## config.mk

```make
export PLATFORM = sky130hd
export DESIGN_NAME = mem_port_arbiter
export DESIGN_NICKNAME = d
export VERILOG_FILES = /design/src/rtl/mem_port_arbiter.sv
export SDC_FILE = /design/constraint.sdc
export NUM_CORES = 1
export LEC_CHECK = 0
export BUFFER_PORTS_ARGS = -buffer_cell sky130_fd_sc_hd__buf_2
export CAP_MARGIN = 0
export CORE_MARGIN = 2
export CORE_UTILIZATION = 40
export DETAILED_ROUTE_END_ITERATION = 8
export PLACE_DENSITY_LB_ADDON = 0.3
export SYNTH_ARGS = -nofsm -noshare
export SYNTH_HDL_FRONTEND = slang
export SYNTH_SLANG_ARGS = --single-unit
```

## constraint.sdc

```tcl
create_clock -name clock -period 4.45 [get_ports clock]
set_input_delay 1.1125 -clock clock [delete_from_list [all_inputs] [get_ports clock]]
set_output_delay 1.1125 -clock clock [all_outputs]
set_load 0.01 [all_outputs]
```

## src/rtl/mem_port_arbiter.sv

```systemverilog
// Shares one single-port memory between instruction fetch and data access.
// Round-robin on ties; each access holds the memory for 1+WAIT_STATES cycles.
module mem_port_arbiter #(
    parameter int WAIT_STATES = 0
) (
    input  logic        clock,
    input  logic        reset,
    input  logic        if_req,
    input  logic [31:0] if_addr,
    output logic        if_ack,
    output logic [31:0] if_rdata,
    input  logic        dm_req,
    input  logic        dm_wen,
    input  logic [31:0] dm_addr,
    input  logic [31:0] dm_wdata,
    output logic        dm_ack,
    output logic [31:0] dm_rdata,
    output logic        mem_ren,
    output logic        mem_wen,
    output logic [31:0] mem_addr,
    output logic [31:0] mem_din,
    input  logic [31:0] mem_dout
);
    typedef enum logic [1:0] {IDLE, SERVE_IF, SERVE_DM} state_t;

    localparam logic [3:0] WS = 4'(WAIT_STATES);

    state_t      state_q, state_d;
    logic [3:0]  wait_cnt;
    logic        last_dm;
    logic [31:0] addr_q, wdata_q;
    logic        wen_q;
    logic        done, decide, if_elig, dm_elig, grant;

    always_comb begin
        done    = (state_q != IDLE) && (wait_cnt == WS);
        decide  = (state_q == IDLE) || done;
        // The completing requester sits out one decision so its ack is seen first.
        if_elig = if_req && !(done && state_q == SERVE_IF);
        dm_elig = dm_req && !(done && state_q == SERVE_DM);
        state_d = state_q;
        if (decide) begin
            if (if_elig && dm_elig) state_d = last_dm ? SERVE_IF : SERVE_DM;
            else if (dm_elig)       state_d = SERVE_DM;
            else if (if_elig)       state_d = SERVE_IF;
            else                    state_d = IDLE;
        end
        grant = decide && (state_d != IDLE);
    end

    always_ff @(posedge clock or negedge reset) begin
        if (!reset) begin
            state_q  <= IDLE;
            wait_cnt <= '0;
            last_dm  <= 1'b0;
            addr_q   <= '0;
            wdata_q  <= '0;
            wen_q    <= 1'b0;
            mem_ren  <= 1'b0;
            mem_wen  <= 1'b0;
            if_ack   <= 1'b0;
            dm_ack   <= 1'b0;
            if_rdata <= '0;
            dm_rdata <= '0;
        end else begin
            state_q <= state_d;
            if_ack  <= done && (state_q == SERVE_IF);
            dm_ack  <= done && (state_q == SERVE_DM);
            if (done && state_q == SERVE_IF)           if_rdata <= mem_dout;
            if (done && state_q == SERVE_DM && !wen_q) dm_rdata <= mem_dout;

            // Memory strobes are flops so they cannot glitch on request changes.
            if (grant) begin
                wait_cnt <= '0;
                last_dm  <= (state_d == SERVE_DM);
                if (state_d == SERVE_DM) begin
                    addr_q  <= dm_addr;
                    wen_q   <= dm_wen;
                    wdata_q <= dm_wen ? dm_wdata : 32'h0;
                    mem_ren <= !dm_wen;
                    mem_wen <= dm_wen;
                end else begin
                    addr_q  <= if_addr;
                    wen_q   <= 1'b0;
                    wdata_q <= '0;
                    mem_ren <= 1'b1;
                    mem_wen <= 1'b0;
                end
            end else if (decide) begin
                addr_q  <= '0;
                wen_q   <= 1'b0;
                wdata_q <= '0;
                mem_ren <= 1'b0;
                mem_wen <= 1'b0;
            end else begin
                wait_cnt <= wait_cnt + 4'd1;
            end
        end
    end

    assign mem_addr = addr_q;
    assign mem_din  = wdata_q;
endmodule

```

==> results.json, run 1 <==
{
  "stdcell_area_um2": 7880,
  "drc_errors": 0,
  "overflow": 0,
  "die_h_um": 125,
  "antenna_cells": 0,
  "worstHoldPathCells": 2,
  "period_minus_slack_ns": 2.64,
  "max_slew_margin_pct": 19.7,
  "clock_latency_ns": 0.42,
  "fmax_ghz": 0.378,
  "synth-seq-area-share_pct": 59.1,
  "setup_violations": 0,
  "io_pins": 265,
  "place_inst": 876,
  "yosysWarningCount": 0,
  "rsz0062_at_grt": "no",
  "synth_cell_types": 44,
  "ir_drop_v": 0.000255,
  "clk_pin_slew_ns": 0.07,
  "cts-root-buf": "clkbuf_16",
  "dieArea_um2": 15700,
  "syn_avg_cell_area_um2": 12.9,
  "r2r_setup_slack_ns": 1.81,
  "routed_via_density": 5.17,
  "postCtsSetupBuffers": 0,
  "nNetsFinal": 846,
  "rr_worst_depth": 6,
  "rows": 44,
  "cp-end-kind": "flop",
  "firstDrtPassIters": 4,
  "ant_nets": 0,
  "cts_tree": "yes",
  "area_delta_synth_final_pct": 33.8,
  "setup_tns_ns": 0,
  "min_to": "mem_addr[7]",
  "hp-start": "mem_addr[7]",
  "dp.final_hpwl_mm": 10.2,
  "netlist_area_um2": 5890,
  "htreeDepth": 4,
  "synth-seq-cells": 139,
  "worstPathRequired_ns": 4.72,
  "final_hold_viol_count": 0,
  "drive_gt1_share_pct": 54.8,
  "dieWidth_um": 125,
  "port_buffers": 264,
  "start_util_pct": 40.7,
  "cts_sinks": 139,
  "final_common_cell": "buf_2",
  "final_cell_mix": "263 x buf_2, 139 x dfrtp_1, 63 x mux2_2",
  "cts_hold_repair.buffers": 0,
  "synthArstFlopShare_pct": 100,
  "hold_ws_ns": 0.482,
  "grt_pass1_vias": 4704,
  "antenna_found_initial": 0,
  "min_path_type": "flop to flop",
  "r2r_end": "mem_addr[14]",
  "finClkSkew_ns": 0.00974,
  "cts_resized": 0,
  "report.final.slew_viol_count": 0,
  "drt_wl_total_mm": 14.6,
  "vias": 4692,
  "critPathLaunchType": "flop",
  "grt_pass1_wl_mm": 24.0,
  "core_area_um2": 14500,
  "worst-path-max-fanout": 18,
  "power_mw": 5.69,
  "dpl_cell_area_um2": 7300,
  "synth_nets": 591,
  "routedWlPerCell_um": 16.1,
  "grt_max_degree": 101,
  "gr-usage-all-layers_pct": 18.9,
  "stdcell_count": 908,
  "criticalPathCategory": "flop to flop",
  "timing.final.crit_share_pct": 59.4,
  "drv_cap": 0,
  "synth_flop_cell": "dfrtp_1",
  "power_leakage_nw": 3.88,
  "synth-edff-count": 0,
  "p_per_area_nw_per_um2": 722,
  "r2r-start": "wait_cnt[0]",
  "worst_pin_slew_ns": 1.20,
  "synth_cells": 456,
  "status": "completed",
  "clock_path_buffers": 2,
  "numCtsBuffers": 17,
  "drt_iter0_drc": 280,
  "place_congestion": 0.776,
  "critPathArrivalTime_ns": 2.92
}
==> cell type report <==
cell class	instances	area, µm²
flip-flops and latches	139	3480
repair buffers	272	1390
well taps	184	230
inverters	4	15.0
clock inverters	15	154
clock buffers	17	425
fillers	1247	6600
multi-input cells	277	2190
==> critical path, stage by stage (launching register included) <==
cell and delay [ns]:
dfrtp_1 0.41, inv_1 0.07, ha_1 0.16, nor3b_1 0.62
o2111ai_2 0.77, a21oi_1 0.39, o31ai_2 0.07
==> state kept, by name, indices dropped and copies added, names as in the netlist <==
signal and count:
wen_q 1, wait_cnt 4, mem_din 32, dm_ack 1, mem_ren 1, if_rdata 32
dm_rdata 32, state_q 2, if_ack 1, mem_addr 32, last_dm 1
==> power by group <==
part / leakage, nW / switching, mW / internal, mW
registers: 1.73 / 0.279 / 1.78
clock network: 0.276 / 0.585 / 0.789
logic: 1.87 / 1.21 / 1.05
==> Yosys cell counts (all sizes together), types with 3 or more instances <==
cell	instances	share of area (%)
nand4	16	1.7
buf	26	3.2
a22o	33	4.9
a21oi	38	3.8
nor2	9	0.57
dfrtp	139	59
nand2	51	3.3
inv	4	0.25
o31ai	17	3.0
nor3	3	0.64
mux2	65	12
clkbuf	10	0.64
o211ai	16	2.1
==> per-layer routing <==
layer / up-vias / wire length, µm / GRT usage (%)
met3: 14 / 1170 / 6.25
met1: 2276 / 6420 / 25.8
met2: 222 / 6850 / 29.1
met4: 0 / 169 / 5.42
li1: 2180 / - / -
met5: - / 0 / 0
==> stage by stage <==
step,setup slack [ns],utilization [%]
after floorplan,2.00,-
after detailed placement,1.54,50.4
after global placement,1.61,50.4
final,1.81,54.4
after global routing,1.53,54.4
after CTS,1.80,54.4
==> cells by family (layout without fill, tap and decap cells) <==
kind of cell	after synthesis	after routing	synth area share, %
DFF	139	139	59.1
AOI/OAI and AO/OA	119	119	16.3
and+or+nand+nor	89	89	7.42
muxes	65	65	12.4
buffers and inverters	40	308	4.06
adders and majority gates	2	2	0.425
xor gates and xnor gates	2	2	0.298
==> worst max-delay path by stage <==
stage                     cells past startpoint  slack (ns)      endpoint   startpoint
after detailed placement                      5        1.54  mem_addr[25]       if_req
after global routing                          6        1.53   mem_addr[3]  wait_cnt[0]
after CTS                                     6        1.80  mem_addr[14]  wait_cnt[0]
final                                         6        1.81  mem_addr[14]  wait_cnt[0]
after global placement                        6        1.61   mem_addr[4]       if_req
after floorplan                               6        2.00  mem_addr[15]       dm_req
(Power assumes the default switching activity.)
==> run 2, diff against run 1 <==
==> constraint.sdc (replaced) <==
create_clock -name clock -period 2.35 [get_ports clock]
set_input_delay 0.5875 -clock clock [delete_from_list [all_inputs] [get_ports clock]]
set_output_delay 0.5875 -clock clock [all_outputs]
set_load 0.01 [all_outputs]
==> run 2 against run 1 <==
Net effect: critical path depth down 1; non-clock buffer count up 7; worst setup slack worse by 1.6 ns; flip-flop and latch count unchanged; worst hold slack worse by 0.37 ns; utilization up 1.1 points; global-route usage up 0.31 points; critical path type unchanged; cell count up 0.77%; clock power up 100%; clock skew down 0.00060 ns.
==> results.json, run 2 (synthesized netlist as in run 1, its figures left out) <==
{
  "status": "completed",
  "period_minus_slack_ns": 2.15,
  "io_pins": 265,
  "antenna_found_initial": 0,
  "fmax_ghz": 0.464,
  "rr_worst_depth": 5,
  "max_slew_margin_pct": 45.7,
  "cpMaxStageDelayCell": "o22a_1",
  "grt_pass1_wl_mm": 24.3,
  "worst_pin_slew_ns": 0.814,
  "dieWidth_um": 125,
  "hold_ws_ns": 0.113,
  "start_util_pct": 40.7,
  "routedWlPerCell_um": 16.4,
  "ant_nets": 0,
  "setup_violations": 0,
  "crit_family": "compound AO/OA/AOI/OAI gates",
  "final_common_cell": "buf_2",
  "core_area_um2": 14500,
  "n_fill_cell": 1254,
  "cp-end-kind": "flop",
  "ir_drop_v": 0.000548,
  "postCtsSetupBuffers": 0,
  "path_cells": "inv_1 > ha_1 > or3b_4 > o22a_1 > o31ai_1",
  "critPathArrivalTime_ns": 2.45,
  "overflow": 0,
  "antenna_cells": 0,
  "dieArea_um2": 15700,
  "min_path_type": "primary input to async pin",
  "rows": 44,
  "grt_pass1_vias": 4866,
  "routed_via_density": 5.21,
  "drc_errors": 0,
  "slowest_delay_ns": 0.53,
  "critPathLaunchType": "flop",
  "nNetsFinal": 853,
  "final_hold_viol_count": 0,
  "p_per_area_nw_per_um2": 1380,
  "finClkSkew_ns": 0.00914,
  "clock_latency_ns": 0.41,
  "clock_path_buffers": 2,
  "clk_pin_slew_ns": 0.06,
  "r2r_end": "mem_addr[11]",
  "drt_iter0_drc": 272,
  "r2r-start": "wait_cnt[0]",
  "setup_tns_ns": 0,
  "place_congestion": 0.788,
  "vias": 4767,
  "r2r_setup_slack_ns": 0.20,
  "stdcell_area_um2": 8040,
  "timing.final.crit_share_pct": 91.6,
  "htreeDepth": 4,
  "firstDrtPassIters": 6,
  "dp.final_hpwl_mm": 10.9,
  "cts-root-buf": "clkbuf_16",
  "drv_cap": 0,
  "final_cell_mix": "263 x buf_2, 139 x dfrtp_1, 63 x mux2_2",
  "path_buf_inv": 1,
  "worstPathRequired_ns": 2.65,
  "drive_gt1_share_pct": 55.3,
  "power_leakage_nw": 3.95,
  "numCtsBuffers": 17,
  "die_h_um": 125,
  "report.final.slew_viol_count": 0,
  "port_buffers": 264,
  "grt_max_degree": 52,
  "area_delta_synth_final_pct": 36.6,
  "gr-usage-all-layers_pct": 19.2,
  "criticalPathCategory": "flop to flop",
  "cts_sinks": 139,
  "cts_resized": 0,
  "drt_wl_total_mm": 15.0,
  "cts_tree": "yes",
  "dpl_cell_area_um2": 7430,
  "rsz0062_at_grt": "no",
  "worst-path-max-fanout": 17,
  "cts_hold_repair.buffers": 0
}
==> run 2: changes by cell type in the layout (fill, tap and decap cells not counted), sizes merged <==
cell,delta
buf,+7
bufinv,+2
clkbuf,+2
inv,-6
clkinvlp,+2
==> run 2: worst reg2reg max path, delay by kind of cell, from the launching register on <==
| kind | cells | cell delay (ns) |
|---|---|---|
| flops | 1 | 0.41 |
| buf+inv | 1 | 0.07 |
| simple gates | 1 | 0.49 |
| fa+ha+maj | 1 | 0.16 |
| compound gates | 2 | 0.91 |
==> run 2: worst max path at each step <==
stage | start | end | slack [ns] | depth (start not counted)
4_1_cts | wait_cnt[0] | mem_addr[7] | 0.16 | 5
3_5_place_dp | wait_cnt[0] | mem_addr[7] | 0.17 | 5
6_report | wait_cnt[0] | mem_addr[11] | 0.20 | 5
5_1_grt | wait_cnt[0] | mem_addr[2] | 0.03 | 7
2_1_floorplan | wait_cnt[0] | dm_rdata[20] | 0.32 | 7
3_3_place_gp | if_req | mem_addr[3] | 0.27 | 4
==> run 2: report_power, final <==
| group | switching (mW) | total (mW) | internal [mW] |
|---|---|---|---|
| Sequential | 0.559 | 3.93 | 3.37 |
| Clock | 1.02 | 2.75 | 1.73 |
| Combinational | 2.32 | 4.45 | 2.13 |
==> run 2: through the flow <==
stage	utilization (%)	power (mW)	worst slack (ns)	cells
floorplan	-	6.80	0.322	456
global route	55.5	11.8	0.0335	915
CTS	55.5	11.3	0.160	915
detailed placement	51.3	8.49	0.166	883
global placement	51.3	8.31	0.269	883
finish	55.5	11.1	0.197	915
==> run 2: area by class of cell <==
type                    count  area (µm²)  share of cell area [%]
well taps                 184         230                    2.86
clock inverters            13         164                    2.04
multi-input cells         277        2190                    27.2
repair buffers            279        1520                    18.8
clock buffers              19         453                    5.63
inverters                   4        15.0                   0.187
flip-flops and latches    139        3480                    43.2
==> run 2: routing by layer <==
metal / part of all wire (%) / GRT usage, % / up-vias
met1: 43 / 24.7 / 2338
met2: 49 / 31.8 / 228
met4: 1.2 / 6.80 / 0
li1: - / - / 2187
met5: 0 / 0 / -
met3: 7.6 / 4.84 / 14
==> run 3, diff against run 2 <==
--- a/config.mk
+++ b/config.mk
@@ -5,6 +5,7 @@
 export SDC_FILE = /design/constraint.sdc
 export NUM_CORES = 1
 export LEC_CHECK = 0
+export ABC_AREA = 1
 export BUFFER_PORTS_ARGS = -buffer_cell sky130_fd_sc_hd__buf_2
 export CAP_MARGIN = 0
 export CORE_MARGIN = 2
==> run 3 against run 2 <==
Net effect: cell count rose by 22%; largest cell class unchanged; first-iteration DRC count down 1.8%; utilization fell by 0.34 points; die area shrank 0.18%; clock skew is 0.00091 ns higher; global-route usage is 0.79 points higher; synthesized area down 0.19%.
==> results.json, run 3 <==
{
  "rsz0062_at_grt": "no",
  "area_delta_synth_final_pct": 35.5,
  "period_minus_slack_ns": 2.04,
  "cp-end-kind": "flop",
  "grt_pass1_wl_mm": 25.3,
  "p_int_mw": 5.97,
  "status": "completed",
  "routed_via_density": 4.69,
  "regArea_um2": 3480,
  "drv_cap": 0,
  "criticalPathCategory": "flop to flop",
  "ir_drop_v": 0.000491,
  "dieArea_um2": 15700,
  "synth.area.top_cells": "dfrtp_1 59%, nand2_1 21%, nand3_1 5.7%",
  "cp-startpoint": "wait_cnt[0]",
  "cpMaxStageDelayCell": "dfrtp_1",
  "vias": 5238,
  "grt_max_degree": 54,
  "setup_tns_ns": 0,
  "place_congestion": 0.775,
  "synthMostInstantiatedCell": "nand2_1",
  "cts_tree": "yes",
  "worst-path-max-fanout": 24,
  "overflow": 0,
  "finClkSkew_ns": 0.0100,
  "ant_nets": 0,
  "firstDrtPassIters": 4,
  "dp.final_hpwl_mm": 10.8,
  "r2r_end": "mem_addr[14]",
  "cts_sinks": 139,
  "pwr-share-clk_pct": 28.0,
  "io_pins": 265,
  "crit_family": "simple AND/OR/NAND/NOR gates",
  "rr_worst_depth": 12,
  "final_common_cell": "nand2_1",
  "post-place-ws_ns": 0.105,
  "clk_pin_slew_ns": 0.06,
  "grt_pass1_vias": 4992,
  "htreeDepth": 4,
  "rows": 44,
  "p_sw_mw": 3.25,
  "path_cells": "inv_1 > ha_1 > nand2_2 > nand2_1 > nand3b_4 > nand3_4 > nand2_4 > buf_4 > nand2_1 > nand2_1 > nand2_1 > nand2_1",
  "start_util_pct": 40.7,
  "dieWidth_um": 125,
  "synth_nets": 794,
  "numCtsBuffers": 17,
  "critPathLaunchType": "flop",
  "cts-root-buf": "clkbuf_16",
  "die_h_um": 125,
  "syn_avg_cell_area_um2": 8.92,
  "nNetsFinal": 1057,
  "fmax_ghz": 0.491,
  "synthArstFlopShare_pct": 100,
  "synth-seq-area-share_pct": 59.2,
  "dpl_cell_area_um2": 7380,
  "drive_gt1_share_pct": 35.9,
  "max_slew_margin_pct": 62.1,
  "timing.final.crit_share_pct": 86.6,
  "slowest_delay_ns": 0.39,
  "yosys.area.top_type": "dfrtp_1",
  "synth_flop_cell": "dfrtp_1",
  "power_leakage_nw": 4.63,
  "path_buf_inv": 2,
  "pwr-share-comb_pct": 32.8,
  "gr-usage-all-layers_pct": 20.0,
  "report.final.slew_viol_count": 0,
  "worst_pin_slew_ns": 0.566,
  "synth-seq-cells": 139,
  "antenna_cells": 0,
  "clock_path_buffers": 2,
  "worstPathRequired_ns": 2.69,
  "synth-edff-count": 0,
  "core_area_um2": 14400,
  "port_buffers": 264,
  "drt_iter0_drc": 267,
  "setup_violations": 0,
  "cts_resized": 0,
  "p_per_area_nw_per_um2": 1160,
  "hold_ws_ns": 0.0732,
  "stdcell_count": 1118,
  "drc_errors": 0,
  "critPathArrivalTime_ns": 2.38,
  "n_fill_cell": 1374,
  "netlist.area_leader.share_pct": 59.2,
  "routedWlPerCell_um": 13.9,
  "switching_share_pct": 35.3,
  "min_path_type": "primary input to async pin",
  "synth_cells": 659,
  "final_hold_viol_count": 0,
  "sequentialPowerShare_pct": 39.2,
  "cpMostUsedCell": "nand2_1",
  "postCtsSetupBuffers": 0,
  "r2r-start": "wait_cnt[0]",
  "multi_input_area_um2": 2120,
  "synth_cell_types": 28,
  "clock_latency_ns": 0.41,
  "final_util_pct": 55.2,
  "stdcell_area_um2": 7960,
  "r2r_setup_slack_ns": 0.31,
  "fin_ws_ns": 0.314,
  "antenna_found_initial": 0,
  "yosysWarningCount": 0,
  "final_cell_mix": "321 x nand2_1, 263 x buf_2, 139 x dfrtp_1",
  "place_inst": 1086,
  "netlist_area_um2": 5880,
  "cts_hold_repair.buffers": 0,
  "synth.top_cells.by_count": "321 x nand2_1, 139 x dfrtp_1, 67 x nand3_1, 30 x o21ai_0, 20 x inv_1",
  "power_mw": 9.22,
  "drt_wl_total_mm": 15.6
}
run 3: cell types whose count changed in the layout (fill, tap and decap cells not counted), moves of 15 or more:
| cell | before | now |
|---|---|---|
| nand2_1 | 51 | 321 |
| nand3_1 | 2 | 66 |
| mux2_2 | 63 | 8 |
| a22o_1 | 33 | 0 |
| o21ai_0 | 2 | 30 |
| a21oi_1 | 28 | 1 |
| inv_1 | 4 | 20 |
| nand4_1 | 16 | 1 |
| o211ai_1 | 15 | 0 |
run 3: power groups by stage:
stage / sequential (mW) / combinational, mW / clock, mW
floorplan: 4.03 / 1.33 / 0
global placement: 3.63 / 3.00 / 0
detailed placement: 3.64 / 3.05 / 0
CTS: 3.62 / 3.05 / 2.65
global route: 3.72 / 3.38 / 2.75
finish: 3.61 / 3.02 / 2.59
run 3: how the worst max path moves through the flow:
stage                         to  slack (ns)  cells past startpoint
finish              mem_addr[14]        0.31                     12
global route        mem_addr[14]        0.08                     12
CTS                 mem_addr[12]         0.1                     10
detailed placement   mem_addr[0]        0.11                     10
global placement    mem_addr[22]        0.22                     10
floorplan           mem_addr[23]        0.68                     11
run 3: area by class of cell:
| class | count | share of cell area, % |
|---|---|---|
| repair buffers | 278 | 18.5 |
| multi-input cells | 462 | 26.6 |
| flip-flops and latches | 139 | 43.7 |
| clock inverters | 13 | 1.81 |
| inverters | 24 | 1.16 |
| well taps | 184 | 2.89 |
| clock buffers | 18 | 5.39 |
run 3: cell families (layout without fill, tap and decap cells):
logic type / count (synthesis) / in the layout / share of synthesized area (%)
and+or+nand+nor: 405 / 406 / 28.5
AOI/OAI and AO/OA: 34 / 34 / 3.02
buffers and inverters: 59 / 333 / 5.07
adders and majority gates: 2 / 2 / 0.426
xor gates and xnor gates: 2 / 2 / 0.298
muxes: 18 / 18 / 3.45
DFF: 139 / 139 / 59.2
run 3: per-layer routing:
layer / GRT usage [%] / vias up / share of wire (%) / wire [µm]
met2: 30.3 / 217 / 45 / 7070
met1: 28.0 / 2395 / 46 / 7130
met5: 0 / - / 0 / 0
li1: - / 2610 / - / -
met4: 6.93 / 0 / 1.4 / 224
met3: 5.35 / 16 / 7.5 / 1170
